<file path="src/rtl/rr_arb_pkg.sv">
// Shared types and constants for the round-robin resource arbiter.
package rr_arb_pkg;

    localparam int unsigned NUM_REQ = 4;
    localparam int unsigned IDX_W   = 2;

    typedef enum logic {ARB_IDLE, ARB_BUSY} arb_state_t;

    typedef logic [NUM_REQ-1:0] req_vec_t;

endpackage

</file>
<file path="src/rtl/rr_pick.sv">
// Combinational rotating-priority picker: search starts at i_ptr+1 and wraps.
module rr_pick
    import rr_arb_pkg::*;
(
    input  req_vec_t             i_req,
    input  logic [IDX_W-1:0]     i_ptr,
    output logic                 o_valid,
    output logic [IDX_W-1:0]     o_idx,
    output req_vec_t             o_onehot
);

    always_comb begin
        logic [IDX_W-1:0] cand;
        logic             found;
        cand     = i_ptr;
        found    = 1'b0;
        o_idx    = i_ptr;
        o_onehot = '0;
        for (int unsigned k = 1; k <= NUM_REQ; k++) begin
            cand = i_ptr + IDX_W'(k);
            if (!found && i_req[cand]) begin
                found = 1'b1;
                o_idx = cand;
            end
        end
        if (found) begin
            o_onehot[o_idx] = 1'b1;
        end
        o_valid = found;
    end

endmodule

</file>
<file path="src/rtl/rr_resource_arbiter.sv">
// Round-robin arbiter sharing one multi-cycle resource among 4 requesters.
// Define RR_ARB_TIMEOUT_EN to force-release grants held MAX_HOLD cycles.
module rr_resource_arbiter
    import rr_arb_pkg::*;
#(
    parameter int unsigned HOLD_W = 8
`ifdef RR_ARB_TIMEOUT_EN
    ,
    parameter logic [HOLD_W-1:0] MAX_HOLD = HOLD_W'(200)
`endif
) (
    input  logic                 i_clk,
    input  logic                 i_rst_n,
    input  logic [NUM_REQ-1:0]   i_req,
    input  logic [NUM_REQ-1:0]   i_done,
    input  logic                 i_en,
    output logic [NUM_REQ-1:0]   o_gnt,
    output logic [IDX_W-1:0]     o_gnt_idx,
    output logic                 o_busy,
    output logic [HOLD_W-1:0]    o_hold_cnt,
    output logic                 o_timeout
);

    arb_state_t         r_state;
    req_vec_t           r_gnt;
    logic [IDX_W-1:0]   r_gnt_idx;
    logic               r_busy;
    logic [HOLD_W-1:0]  r_hold_cnt;
    logic               r_timeout;

    logic               w_pick_valid;
    logic [IDX_W-1:0]   w_pick_idx;
    req_vec_t           w_pick_onehot;
    logic               w_owner_done;
    logic               w_owner_req;
    logic               w_timeout;
    logic               w_release;
    logic               w_grant;

    // gnt_idx equals the last-served pointer whenever arbitration runs
    // (idle, or the release cycle where ptr takes the outgoing owner).
    rr_pick u_pick (
        .i_req    (i_req),
        .i_ptr    (r_gnt_idx),
        .o_valid  (w_pick_valid),
        .o_idx    (w_pick_idx),
        .o_onehot (w_pick_onehot)
    );

    assign w_owner_done = i_done[r_gnt_idx];
    assign w_owner_req  = i_req[r_gnt_idx];

`ifdef RR_ARB_TIMEOUT_EN
    localparam logic [HOLD_W-1:0] HOLD_LAST = MAX_HOLD - HOLD_W'(1);
    assign w_timeout = (r_state == ARB_BUSY) && w_owner_req && !w_owner_done
                       && (r_hold_cnt == HOLD_LAST);
`else
    assign w_timeout = 1'b0;
`endif

    assign w_release = (r_state == ARB_BUSY) && (w_owner_done || !w_owner_req || w_timeout);
    assign w_grant   = i_en && w_pick_valid;

    // Arbitration FSM with registered grant outputs.
    always_ff @(posedge i_clk or negedge i_rst_n) begin
        if (!i_rst_n) begin
            r_state    <= ARB_IDLE;
            r_gnt      <= '0;
            r_gnt_idx  <= IDX_W'(NUM_REQ - 1);
            r_busy     <= 1'b0;
            r_hold_cnt <= '0;
            r_timeout  <= 1'b0;
        end else begin
            r_timeout <= w_timeout;
            case (r_state)
                ARB_IDLE: begin
                    if (w_grant) begin
                        r_state    <= ARB_BUSY;
                        r_gnt      <= w_pick_onehot;
                        r_gnt_idx  <= w_pick_idx;
                        r_busy     <= 1'b1;
                        r_hold_cnt <= '0;
                    end
                end
                ARB_BUSY: begin
                    if (w_release) begin
                        if (w_grant) begin
                            r_gnt      <= w_pick_onehot;
                            r_gnt_idx  <= w_pick_idx;
                            r_hold_cnt <= '0;
                        end else begin
                            r_state    <= ARB_IDLE;
                            r_gnt      <= '0;
                            r_busy     <= 1'b0;
                            r_hold_cnt <= '0;
                        end
                    end else if (r_hold_cnt != '1) begin
                        r_hold_cnt <= r_hold_cnt + HOLD_W'(1);
                    end
                end
            endcase
        end
    end

    assign o_gnt      = r_gnt;
    assign o_gnt_idx  = r_gnt_idx;
    assign o_busy     = r_busy;
    assign o_hold_cnt = r_hold_cnt;
    assign o_timeout  = r_timeout;

endmodule

</file>
<file path="config.mk">
export PLATFORM = sky130hd
export DESIGN_NAME = rr_resource_arbiter
export DESIGN_NICKNAME = d
export VERILOG_FILES = /design/src/rtl/rr_arb_pkg.sv /design/src/rtl/rr_pick.sv /design/src/rtl/rr_resource_arbiter.sv
export SDC_FILE = /design/constraint.sdc
export NUM_CORES = 1
export LEC_CHECK = 0
export CORE_MARGIN = 1.5
export CORE_UTILIZATION = 46
export DETAILED_ROUTE_END_ITERATION = 8
export GPL_TIMING_DRIVEN = 0
export PLACE_DENSITY_LB_ADDON = 0.05
export SYNTH_ARGS = -nofsm -noshare
export SYNTH_HDL_FRONTEND = slang
export SYNTH_SLANG_ARGS = --single-unit
</file>
<file path="constraint.sdc">
create_clock -name i_clk -period 2.3 [get_ports i_clk]
set_clock_uncertainty 0.2 [all_clocks]
set_input_delay 0.23 -clock i_clk [delete_from_list [all_inputs] [get_ports i_clk]]
set_output_delay 0.23 -clock i_clk [all_outputs]
set_load 0.05 [all_outputs]
</file>
# Word-level counts from Yosys, hierarchy flattened

Cells that the tools add are included.

Add/subtract/negate cells: 4
Multiply operators: 0
Div/mod/pow operators: 0
$lt $le $gt $ge: 6
Eq/ne operators: 5
Shift-type cells: 0
Muxes and demuxes: 39
Bitwise logic cells: 1
Reductions and logical operators: 14

Operators with widths:

| cell                                                               | count |
|---|---|
| 2-to-1 mux 8 bit                                                   | 3 |
| 2-to-1 mux 4 bit                                                   | 4 |
| one-hot mux 8 bit (2 select lines)                                 | 1 |
| less-than comparator 2 x 3 -> 1 bit (second input constant)        | 5 |
| 2-to-1 mux 1 bit                                                   | 15 |
| 2-to-1 mux 2 bit                                                   | 6 |
| binary-select mux 1 bit (select 2 bit)                             | 5 |
| adder 8 x 1 -> 8 bit (second input constant)                       | 1 |
| != test 8 bit (second input constant)                              | 1 |
| one-hot mux 4 bit (2 select lines)                                 | 1 |
| logical AND 1 bit                                                  | 6 |
| adder 2 bit (second input constant)                                | 2 |
| logical NOT 1 bit                                                  | 4 |
| != test 2 bit (second input constant)                              | 2 |
| one-hot mux 1 bit (2 select lines)                                 | 2 |
| one-hot mux 2 bit (2 select lines)                                 | 1 |
| AND reduction 2 bit                                                | 2 |
| != test 3 x 1 -> 1 bit (second input constant)                     | 1 |
| AND reduction 3 bit                                                | 1 |
| adder 2 x 1 -> 2 bit (second input constant)                       | 1 |
| demux 1 bit (select 2 bit)                                         | 1 |
| greater-or-equal comparator 2 x 1 -> 1 bit (second input constant) | 1 |
| != test 2 x 1 -> 1 bit (second input constant)                     | 1 |
| logical OR 1 bit                                                   | 1 |
| inverter 1 bit                                                     | 1 |

Flip-flop bits (word level): 16
Latch bits: 0
Memory bits (writable): 0
Bits in read-only memories: 0
Output and inout bits: 16
Logic and storage cells: 74
Memories kept: 0

# Logic depth before layout (Yosys ltp)

Word-level depth: 21
Mapped depth: 6
Depth with buffers taken out: 6

# Hierarchy

From an unflattened synthesis, not the netlist that was laid out.

Cells, all modules: 129
Area total of the unflattened synthesis: 1,086.0 um^2

By module, submodules not included:

| module              | instances | cells each | area each (um^2) | seq. area each (um^2) |
|---|---|---|---|---|
| rr_resource_arbiter | 1         | 98         | 910.9            | 402.9 |
| rr_pick             | 1         | 31         | 175.2            | 0.0 |

# Least setup slack after synthesis

Ideal clock, no wire load.

Path type: register -> register
Start point: reg r_gnt_idx[0], in the netlist o_gnt_idx[0]
End point: reg r_gnt_idx[1], in the netlist o_gnt_idx[1]
Library setup time: 0.085 ns
Arrival: 1.840 ns
Data required time: 2.015 ns
Path slack: 0.176 ns
Stages on the path, launching flop included: 6
Path buffers: 1
Period minus slack after synthesis: 2.124 ns
Path through: dfstp_2 nor4bb_1 o41ai_2 nand2b_1 buf_2 mux2_1

Cells in the longest elaborated chain, start to end: 17
Elaborated cells on any way between the ends: 35
Classes of those cells: add/sub: 3; eq/ne: 1; mux: 21; reduce/logical: 10

RTL lines:

| element                                | line                                                 | RTL |
|---|---|---|
| start, declared                        | rr_resource_arbiter.sv:26                            | `logic [IDX_W-1:0] r_gnt_idx;` |
| start signal, assigned                 | rr_resource_arbiter.sv:69                            | `r_gnt_idx <= IDX_W'(NUM_REQ - 1);` |
| start signal, assigned                 | rr_resource_arbiter.sv:80                            | `r_gnt_idx <= w_pick_idx;` |
| start signal, assigned                 | rr_resource_arbiter.sv:89                            | `r_gnt_idx <= w_pick_idx;` |
| adder 2 x 1 -> 2 bit                   | rr_pick.sv:20                                        | `cand = i_ptr + IDX_W'(k);` |
| binary-select mux 1 bit (select 2 bit) | rr_pick.sv:21                                        | `if (!found && i_req[cand]) begin` |
| 2-to-1 mux 1 bit (not written as such) | rr_pick.sv:21                                        |  |
| 2-to-1 mux 1 bit                       | rr_pick.sv:21                                        |  |
| logical NOT 1 bit                      | rr_pick.sv:21                                        |  |
| logical AND 1 bit                      | rr_pick.sv:21                                        |  |
| 2-to-1 mux 1 bit                       | rr_pick.sv:21                                        |  |
| logical NOT 1 bit                      | rr_pick.sv:21                                        |  |
| logical AND 1 bit                      | rr_pick.sv:21                                        |  |
| 2-to-1 mux 1 bit                       | rr_pick.sv:21                                        |  |
| logical NOT 1 bit                      | rr_pick.sv:21                                        |  |
| logical AND 1 bit                      | rr_pick.sv:21                                        |  |
| 2-to-1 mux 1 bit                       | rr_pick.sv:21                                        |  |
| logical AND 1 bit                      | rr_resource_arbiter.sv:62                            | `assign w_grant = i_en && w_pick_valid;` |
| 2-to-1 mux 2 bit                       | rr_resource_arbiter.sv:77, rr_resource_arbiter.sv:87 |  |
| 2-to-1 mux 2 bit                       | rr_resource_arbiter.sv:86                            | `if (w_release) begin` |
| one-hot mux 2 bit (2 select lines)     | rr_resource_arbiter.sv:75                            | `case (r_state)` |

Several ways; a longest one is shown, not always the timed one. The select of a mux whose other input is x is not followed.
A chain may end at the register's enable or synchronous reset.

# Final worst setup path

Start point: reg r_gnt_idx[1], in the netlist o_gnt_idx[1]
End point: out o_gnt_idx[1]

RTL lines:

| element       | line                      | RTL |
|---|---|---|
| end, declared | rr_resource_arbiter.sv:18 | `output logic [IDX_W-1:0] o_gnt_idx,` |

No word-level cell between the ends.

==> flow_summary_export.csv <==
group,metric,value,unit
run_status,outcome,"finished clean",
clock_tree,postCtsHoldBufs,0,
grt,grt.overflow.total,0,
worst_setup_path,arrival,1730,ps
clock_tree,cts_root_buf,"clkbuf_4",
grt,gr-usage-all-layers,0.196,
grt,grt_pass1_vias,742,
logic_synthesis,avgSynthCellArea,8.96,um^2
logic_synthesis,synth_ff_type,"dfrtp_1",
floorplanning,start_util,0.480,
cells_and_area,finalCoreUtilization,0.652,
place,dp_cells,155,
logic_synthesis,syn_area,923,um^2
logic_synthesis,synth_fp_nets,116,
drt,first_pass_iters,4,
power_and_ir_drop,total_power,1.27,mW
logic_synthesis,synth_cell_types,34,
timing,post-route-period-util,0.939,
worst_setup_path,crit_type,"reg2out",
timing,finalSetupViolations,0,
clock_tree,path_clk_slew,100,ps
timing,slew_viol_final,0,
timing,relSlewSlack,0.500,
place,hpwl,1460,um
floorplanning,num_io_pins,27,
grt,grtUsageMet3,0.0453,
place,io_buffers,25,
clock_tree,cts_made_buffers,3,
worst_setup_path,crit_family,"buffers and inverters",
drt,routed_wl,1990,um
logic_synthesis,synthArstFlopShare,1.00,
worst_setup_path,crit_path_cell_trace,"clkdlybuf4s50_1",
timing,rsz0062_at_grt,"no",
timing,worstMarginPinSlew,747,ps
timing,fmax,0.463,GHz
min_path,hold_path_class,"in2async",
drt,viasPerCell,5.53,
timing,fin_ws,141,ps
worst_setup_path,cp_slowest_cell,"clkdlybuf4s50_1",
cells_and_area,drive_gt1_frac,0.0909,
grt,antenna_found_initial,0,
place,gp_congestion,0.784,
power_and_ir_drop,p_leak,0.559,nW
cells_and_area,finalNonFillerCells,159,
worst_setup_path,worstPathRequired,1870,ps
logic_synthesis,seq_area_frac_synth,0.436,
drt,wl_per_cell,12.5,um
clock_tree,clockBufferDepth,2,
grt,grt_max_degree,17,
drt,route.vias.total,880,
timing,final_hold_viol_count,0,
worst_setup_path,timing.critical_path.from_type,"flop",
floorplanning,die_x,47.8,um
grt,grt_use_met2,0.328,
drt,ant_nets,0,
grt,grt_pass1_wl,3050,um
logic_synthesis,netlist_top_cells_area,"dfrtp_1, dfstp_2, o21ai_0",
clock_tree,htree_levels,1,
run,cap_violations,0,
clock_tree,cts_tree,"built",
power_and_ir_drop,power_per_cell_area,1020,nW/um^2
worst_setup_path,end_kind,"output pin",
logic_synthesis,yosysWarnings,0,
clock_tree,cts_setup_buffers,0,
logic_synthesis,synth_top_area_frac,0.379,
logic_synthesis,synthCells,103,
clock_tree,cts.sinks,16,
grt,grt_use_met1,0.231,
worst_setup_path,slowest_delay,830,ps
logic_synthesis,synth_seq_cells,16,
clock_tree,clkLatencyLatePin,290,ps
cells_and_area,syn_to_final_growth,35.6,%
logic_synthesis,yosysMostFrequentCell,"dfrtp_1",
drt,first_iter_violations,2,
clock_tree,cts_resized,1,
cells_and_area,n_antenna_cell,0,
floorplanning,core_area,1920,um^2
worst_setup_path,crit_path_max_fanout,10,
drt,drc,0,
cells_and_area,nets,146,
worst_setup_path,cp_num_buf_inv,1,
floorplanning,die-area,2290,um^2
logic_synthesis,ys_top_cells_by_count,"dfrtp_1, nor2_1, o21ai_0",
place,dp_slack,-375,ps
timing,min_period,2160,ps
cells_and_area,fillers,180,
grt,grt-busiest-layer,"met2",
floorplanning,rows,16,
power_and_ir_drop,ir_worst_vdd,575,uV
logic_synthesis,synth_top_area_cell,"dfrtp_1",
logic_synthesis,synth_edf_count,0,
floorplanning,die_h,47.8,um
timing,tns,0,ps
## cells in the final DEF (no fill, tap or decap), drive strengths merged, types with 2 or more instances in the layout
cell	instances
a21oi	5
a31oi	3
and3	2
buf	3
clkbuf	6
clkdlybuf4s50	25
dfrtp	14
dfstp	2
ha	2
inv	2
mux2	2
nand2	8
nand2b	5
nand3	7
nand4	2
nor2	12
nor2b	3
nor3b	2
nor4bb	2
o21ai	10
o22a	2
o41ai	2
## cell type report
type	count	area, um^2	share of cell area
buffer	5	26.3	0.0210
clock buffer	4	36.3	0.0290
inverter	2	7.51	0.00599
multi-input combinational	80	495	0.396
sequential	16	403	0.322
tap	27	33.8	0.0270
timing repair buffer	25	250	0.200
## stage by stage
stage	hold WS, ps	cell area (um^2)
2_1_floorplan	-266	923
4_1_cts	206	1250
3_3_place_gp	267	1210
5_1_grt	232	1250
6_report	178	1250
3_5_place_dp	289	1210
## report_power, final
| group | total [mW] | internal (mW) | switching, mW |
|---|---|---|---|
| Clock | 0.187 | 0.0963 | 0.0902 |
| Sequential | 0.437 | 0.365 | 0.0716 |
| Combinational | 0.649 | 0.238 | 0.411 |
## state kept, by name, indices dropped and copies added (netlist names)
name,count
o_busy,1
r_state,1
o_hold_cnt,8
o_gnt_idx,2
o_gnt,4
## path summary, 6_finish.rpt
path / start / to / slack, ps / cells past startpoint
max in group asynchronous: i_rst_n / o_hold_cnt[7]$_DFFE_PN0P_ / 1250 / 1
hold reg to reg: o_gnt[1]$_DFFE_PN0P_ / o_gnt[1]$_DFFE_PN0P_ / 300 / 2
min in group i_clk: o_gnt[1]$_DFFE_PN0P_ / o_gnt[1]$_DFFE_PN0P_ / 300 / 2
setup reg to reg: o_gnt_idx[0]$_DFFE_PN1P_ / o_gnt_idx[0]$_DFFE_PN1P_ / 160 / 5
hold / removal: i_rst_n / r_state$_DFF_PN0_ / 180 / 1
setup / recovery: o_gnt_idx[1]$_DFFE_PN1P_ / o_gnt_idx[1] / 140 / 1
## routing by layer
| layer | share of wire | vias up |
|---|---|---|
| met5 | 0 | - |
| met4 | 0.022 | 0 |
| met3 | 0.029 | 4 |
| met2 | 0.50 | 21 |
| met1 | 0.45 | 420 |
| li1 | - | 435 |
## kinds of logic (layout without fill, tap and decap cells)
group,after synthesis,in the layout,share of synthesized area
flip-flops,16,16,0.436
multiplexers,2,2,0.0244
AND/OR/NAND/NOR,47,47,0.272
other,1,1,0.00406
adder cells (fa/ha/maj),2,2,0.0271
buffers and inverters,7,36,0.0352
AO/OA/AOI/OAI,28,28,0.201
Power figures use the tool's default switching activity.
